$ cat config.mk
export PLATFORM = sky130hd
export DESIGN_NAME = pattern_det_ctrl
export DESIGN_NICKNAME = d
export VERILOG_FILES = /design/src/rtl/pattern_det_ctrl.sv
export SDC_FILE = /design/constraint.sdc
export NUM_CORES = 1
export LEC_CHECK = 0
export ABC_AREA = 1
export CAP_MARGIN = 25
export CORE_MARGIN = 5
export CORE_UTILIZATION = 40
export CTS_CLUSTER_DIAMETER = 40
export DETAILED_ROUTE_END_ITERATION = 8
export MAX_ROUTING_LAYER = met4
export REMOVE_ABC_BUFFERS = 1
export SLEW_MARGIN = 10
export SYNTH_ARGS = -nofsm -noshare
export SYNTH_HDL_FRONTEND = slang
export SYNTH_SLANG_ARGS = --single-unit
$ cat constraint.sdc
create_clock -name clk -period 5.69 [get_ports clk]
set_input_delay 1.138 -clock clk [delete_from_list [all_inputs] [get_ports clk]]
set_output_delay 1.138 -clock clk [all_outputs]
set_load 0.05 [all_outputs]
$ cat src/rtl/pattern_det_ctrl.sv
// pattern_det_ctrl: runtime-programmable serial pattern detector with saturating match count
// Ports: cfg_valid/cfg_ready/cfg_pattern/cfg_len/cfg_overlap configure; stop returns to IDLE;
// in_valid/in carry the serial stream; match pulses per detection; match_count saturates;
// cfg_err pulses on a rejected length; busy is high in ARM and RUN.
module pattern_det_ctrl #(
  parameter int MAXLEN = 8,
  parameter int CNTW = 8,
  localparam int LW = $clog2(MAXLEN) + 1
) (
  input  logic              clk,
  input  logic              rst,
  input  logic              cfg_valid,
  output logic              cfg_ready,
  input  logic [MAXLEN-1:0] cfg_pattern,
  input  logic [LW-1:0]     cfg_len,
  input  logic              cfg_overlap,
  input  logic              stop,
  input  logic              in_valid,
  input  logic              in,
  output logic              match,
  output logic [CNTW-1:0]   match_count,
  output logic              cfg_err,
  output logic              busy
);
  typedef enum logic [1:0] {IDLE, ARM, RUN} state_t;
  state_t state_q, state_d;
  logic [MAXLEN-1:0] pat_q, pat_d, hist_q, hist_d, hist_n, mask;
  logic [LW-1:0] len_q, len_d, fill_q, fill_d, fill_n;
  logic [CNTW-1:0] cnt_q, cnt_d;
  logic ovl_q, ovl_d, match_q, match_d, err_q, err_d;
  logic legal, xfer, hit;
  assign cfg_ready = state_q != ARM;
  assign busy = state_q != IDLE;
  assign match = match_q;
  assign match_count = cnt_q;
  assign cfg_err = err_q;
  assign legal = cfg_len != '0 && cfg_len <= LW'(MAXLEN);
  // stop wins over a simultaneous request in RUN, so no transfer happens then
  assign xfer = cfg_valid && cfg_ready && !(state_q == RUN && stop);
  assign hist_n = {hist_q[MAXLEN-2:0], in};
  assign fill_n = fill_q + LW'(1);
  assign mask = ~({MAXLEN{1'b1}} << len_q);
  assign hit = fill_n >= len_q && ((hist_n ^ pat_q) & mask) == '0;
  always_comb begin
    state_d = state_q;
    pat_d = pat_q;
    len_d = len_q;
    ovl_d = ovl_q;
    hist_d = hist_q;
    fill_d = fill_q;
    cnt_d = cnt_q;
    match_d = 1'b0;
    err_d = xfer && !legal;
    if (state_q == ARM) begin
      hist_d = '0;
      fill_d = '0;
      cnt_d = '0;
      state_d = RUN;
    end else if (state_q == RUN && stop) begin
      state_d = IDLE;
    end else if (xfer && legal) begin
      pat_d = cfg_pattern;
      len_d = cfg_len;
      ovl_d = cfg_overlap;
      state_d = ARM;
    end else if (state_q == RUN && in_valid) begin
      hist_d = hist_n;
      // non-overlapping mode restarts the fill so the next match needs len fresh bits
      fill_d = hit && !ovl_q ? '0 : (fill_n > LW'(MAXLEN) ? LW'(MAXLEN) : fill_n);
      cnt_d = hit ? cnt_q + CNTW'(cnt_q != '1) : cnt_q;
      match_d = hit;
    end
  end
  always_ff @(posedge clk or posedge rst) begin
    if (rst) begin
      state_q <= IDLE;
      pat_q <= '0;
      len_q <= '0;
      ovl_q <= 1'b0;
      hist_q <= '0;
      fill_q <= '0;
      cnt_q <= '0;
      match_q <= 1'b0;
      err_q <= 1'b0;
    end else begin
      state_q <= state_d;
      pat_q <= pat_d;
      len_q <= len_d;
      ovl_q <= ovl_d;
      hist_q <= hist_d;
      fill_q <= fill_d;
      cnt_q <= cnt_d;
      match_q <= match_d;
      err_q <= err_d;
    end
  end
endmodule
# Word-level counts from Yosys, hierarchy flattened
# Cells that the tools add are included.
# Widths: inputs -> output; s select.
[word_totals]
ff_bits = 36
mem_count = 0
mem_bits_ro = 0
ramBits = 0
in_bits = 19
latchBits = 0
wordCells = 69
[op_classes]
n_bitwise = 5
order_cmp = 3
n_addsub = 2
reduce_logical = 21
n_eq_ne = 6
n_mux = 22
shifts = 1
n_mul = 0
div = 0
[op_table]
columns = ["op", "n"]
rows = [
  ["$mux 8", 5],
  ["$mux 7", 4],
  ["$mux 4", 6],
  ["$logic_and 1x1->1", 9],
  ["$add 8x1->8", 1],
  ["$and 8x8->8", 1],
  ["$logic_not 8->1", 1],
  ["$ne 8x8->1 const B", 1],
  ["$not 8->8", 1],
  ["$shl 8x4->8 const A", 1],
  ["$xor 8x8->8", 1],
  ["$mux 2", 3],
  ["$reduce_and 3->1", 2],
  ["$reduce_bool 2->1", 3],
  ["$add 4x1->4 const B", 1],
  ["$ge 4x4->1", 1],
  ["$gt 4x4->1 const B", 1],
  ["$le 4x4->1 const B", 1],
  ["$mux 1", 4],
  ["$ne 2x2->1 const B", 2],
  ["$reduce_and 4->1", 1],
  ["$reduce_bool 4->1", 1],
  ["$logic_not 1->1", 3],
  ["$reduce_bool 3->1", 1],
  ["4 further kinds", 5],
]

# Depth between registers and ports, before layout
[depth]
word_depth = 11
depth_mapped = 11
depth_no_buf = 11

# Worst setup path after synthesis
# No wires, ideal clock.
[synth_timing]
path_kind = "reg2out"
startpoint = "register state_q[0]"
endpoint = "output port cfg_ready"
t_required_ps = 4552
n_path_buf = 1
slack_ps = 3396
path_stages_with_launch = 3
t_arrival_ps = 1156
path_cell_list = "dfrtp_1 -> nand2_4 -> clkbuf_1"
[synth_between]
elab_chain_len = 1
[synth_lines]
columns = ["element", "line", "rtl"]
rows = [
  ["from (decl)", "26", "state_t state_q, state_d;"],
  ["from (signal assigned)", "86", "state_q <= state_d;"],
  ["$ne 2x1->1", "32", "assign cfg_ready = state_q != ARM;"],
  ["to (decl)", "13", "output logic cfg_ready,"],
]
# Every way passes these cells.

# Worst setup path in the final report
[layout_timing]
startpoint = "register state_q[1]"
endpoint = "output port cfg_ready"
# Same word-level chain as after synthesis.

==> flow_summary.toml <==
[setup_path]
critPathArrivalTime_ns = 1.76
r2r_end = "match_count[6]"
reg2reg_setup_slack_ns = 3.47
criticalPathCategory = "reg -> out"
r2r-start = "fill_q[0]"
crit_fanout = 18
required_ns = 4.55
cp-end-kind = "output port"
cp-start-kind = "flip-flop"
rr_worst_depth = 10

[synth]
yosys.area.top_type = "dfrtp_1"
synth_area_leaders = "dfrtp_1 (44%), nand2_1 (13%), inv_1 (7.1%), nand3_1 (7.1%), ha_1 (4.9%)"
synthMuxAreaShare = 0.00548
synth.avg_cell_area_sq_um = 7.85
synth_warnings = 0
yosys.area_share.simple = 0.328
async_reset_ff_frac = 1.00
synth-compound-area-share = 0.0663
ys_ff_latch = 36
synth_adder_area_share = 0.0487
syn_inst = 262
synth-edff-count = 0
ys.flop_type = "dfrtp_1"
synth_xor_area_frac = 0.0298
yosysUniqueCellTypes = 25
synth_top_area_share = 0.438
ys_seq_area_frac = 0.438
netlist_area_sq_mm = 0.00206
synth_top_family_by_area = "simple AND/OR/NAND/NOR gates"

[sta]
tightest_slew_ns = 0.499
slew_viol_final = 0
finClkSkew_ns = 0.0122
tns_ns = 0
finalSetupViolCount = 0
max_freq_mhz = 345
slew_headroom = 0.667
fin_crit_ns = 2.90
worst_slack_ns = 2.79
hold_viol = 0
fin_crit_sh = 0.509
rsz0062_at_grt = "false"

[cts]
cts.sinks = 36
cts_setup_buffers = 0
tritoncts = "built"
cts.clk_slew.worst_paths_ns = 0.07
clk_latency_ns = 0.29
cts_htree_levels = 2
clockRootBuffer = "clkbuf_8"
ctsHoldBuffers = 0
numCtsBuffers = 5
cts_buffer_depth = 2
cts_resized = 0

[layout]
synthToLayoutAreaGrowth_pct = 23.3
antenna_cells = 0
nNetsFinal = 324
final_common_cell = "nand2_1"
final_cell_mix = "nand2_1 (73), inv_1 (39), dfrtp_1 (36)"
drive_above_1_share = 0.0842

[drt]
drc = 0
ant_nets = 0
viasPerCell = 4.62
dr.first_iter.drc_count = 99
vias = 1695
wl_um = 4380
first_pass_iters = 4
routedWlPerCell_um = 11.9

[floorplanning]
row_count = 26
dieHeight_um = 81.7
io_pins = 31
die_w_um = 81.7
core_sq_mm = 0.00504
start_util = 0.408
fp.dieArea_sq_mm = 0.00667

[grt]
antenna_found_initial = 0
grt_max_degree = 37
grt_usage = 0.161
gr-total-overflow = 0
grt_pass1_vias = 1734
grt_pass1_wl_um = 7930

[pwr]
power.density_mw_per_mm2 = 415
leakagePower_nw = 1.37
max-vdd-ir-drop_uv = 212

[worst_hold_path]
hp-start = "fill_q[3]"
hp-class = "reg -> reg"
whs_endpoint = "fill_q[3]"
whs_path_depth = 2

[status]
status = "finished clean"

[place]
gp_congestion = 0.788
io_buffer_count = 30
dp_hpwl_um = 3260
preCtsSetupSlack_ns = 2.72

[job]
cap_violations = 0
[worst max path at each step]
stage / from / endpoint / slack, ns / cells after the start
final: state_q[1] / cfg_ready / 2.79 / 3
after global routing: state_q[1] / cfg_ready / 2.68 / 3
after CTS: state_q[1] / cfg_ready / 2.78 / 3
after detailed placement: cfg_len[1] / match_count[1] / 2.72 / 11
after global placement: cfg_len[1] / match_count[7] / 2.74 / 11
after floorplan: cfg_len[1] / match_count[1] / 3.44 / 10
[cell usage after synthesis, drive strengths merged (2+ instances only)]
cell type / n
o22ai: 7
nand2: 78
dfrtp: 36
ha: 8
buf: 2
nor2: 26
nand3: 30
a21oi: 13
nand4: 4
o21ai: 4
inv: 42
xor2: 6
[area by class of cell]
type                       count  area (sq um)
tap                           70          87.6
multi-input combinational    181           983
sequential                    36           901
clock buffer                   7          96.3
timing repair buffer          31           308
fill                         484          2510
inverter                      42           158
[metal layers]
metal	global-route usage	routed length, um
met3	0.0252	105
met1	0.211	2110
met4	0.0698	74
met5	-	0
met2	0.246	2100
[power breakdown]
part,internal (mW),total (mW),switching [mW]
Combinational,0.163,0.466,0.302
Clock,0.108,0.196,0.0883
Sequential,0.328,0.388,0.0604
[registers in the layout, indices dropped and copies added (netlist names), 2 cells and up]
| signal | flops |
|---|---|
| fill_q | 4 |
| hist_q | 7 |
| len_q | 4 |
| match_count | 8 |
| pat_q | 8 |
| state_q | 2 |
[worst max-delay path, stage by stage (launching register included)]
cell and delay, ns:
dfrtp_1 0.38, inv_2 0.07, nand2_4 0.19, clkdlybuf4s50_1 0.84
[per-stage QoR]
stage / cells / total power, mW / utilization / instance area (sq um) / hold WS (ns)
2_1_floorplan: 259 / 0.738 / - / 2040 / 0.468
3_3_place_gp: 360 / 0.853 / 0.483 / 2440 / 0.495
3_5_place_dp: 360 / 0.858 / 0.483 / 2440 / 0.497
4_1_cts: 367 / 1.06 / 0.502 / 2530 / 0.514
5_1_grt: 367 / 1.16 / 0.502 / 2530 / 0.567
6_report: 367 / 1.05 / 0.502 / 2530 / 0.516
[cells by family after synthesis]
logic type	after synthesis
flip-flops	36
adder cells (fa/ha/maj)	8
XOR/XNOR	7
AO/OA/AOI/OAI	25
multiplexers	1
AND/OR/NAND/NOR	140
buffers and inverters	45
Power figures use the tool's default switching activity.
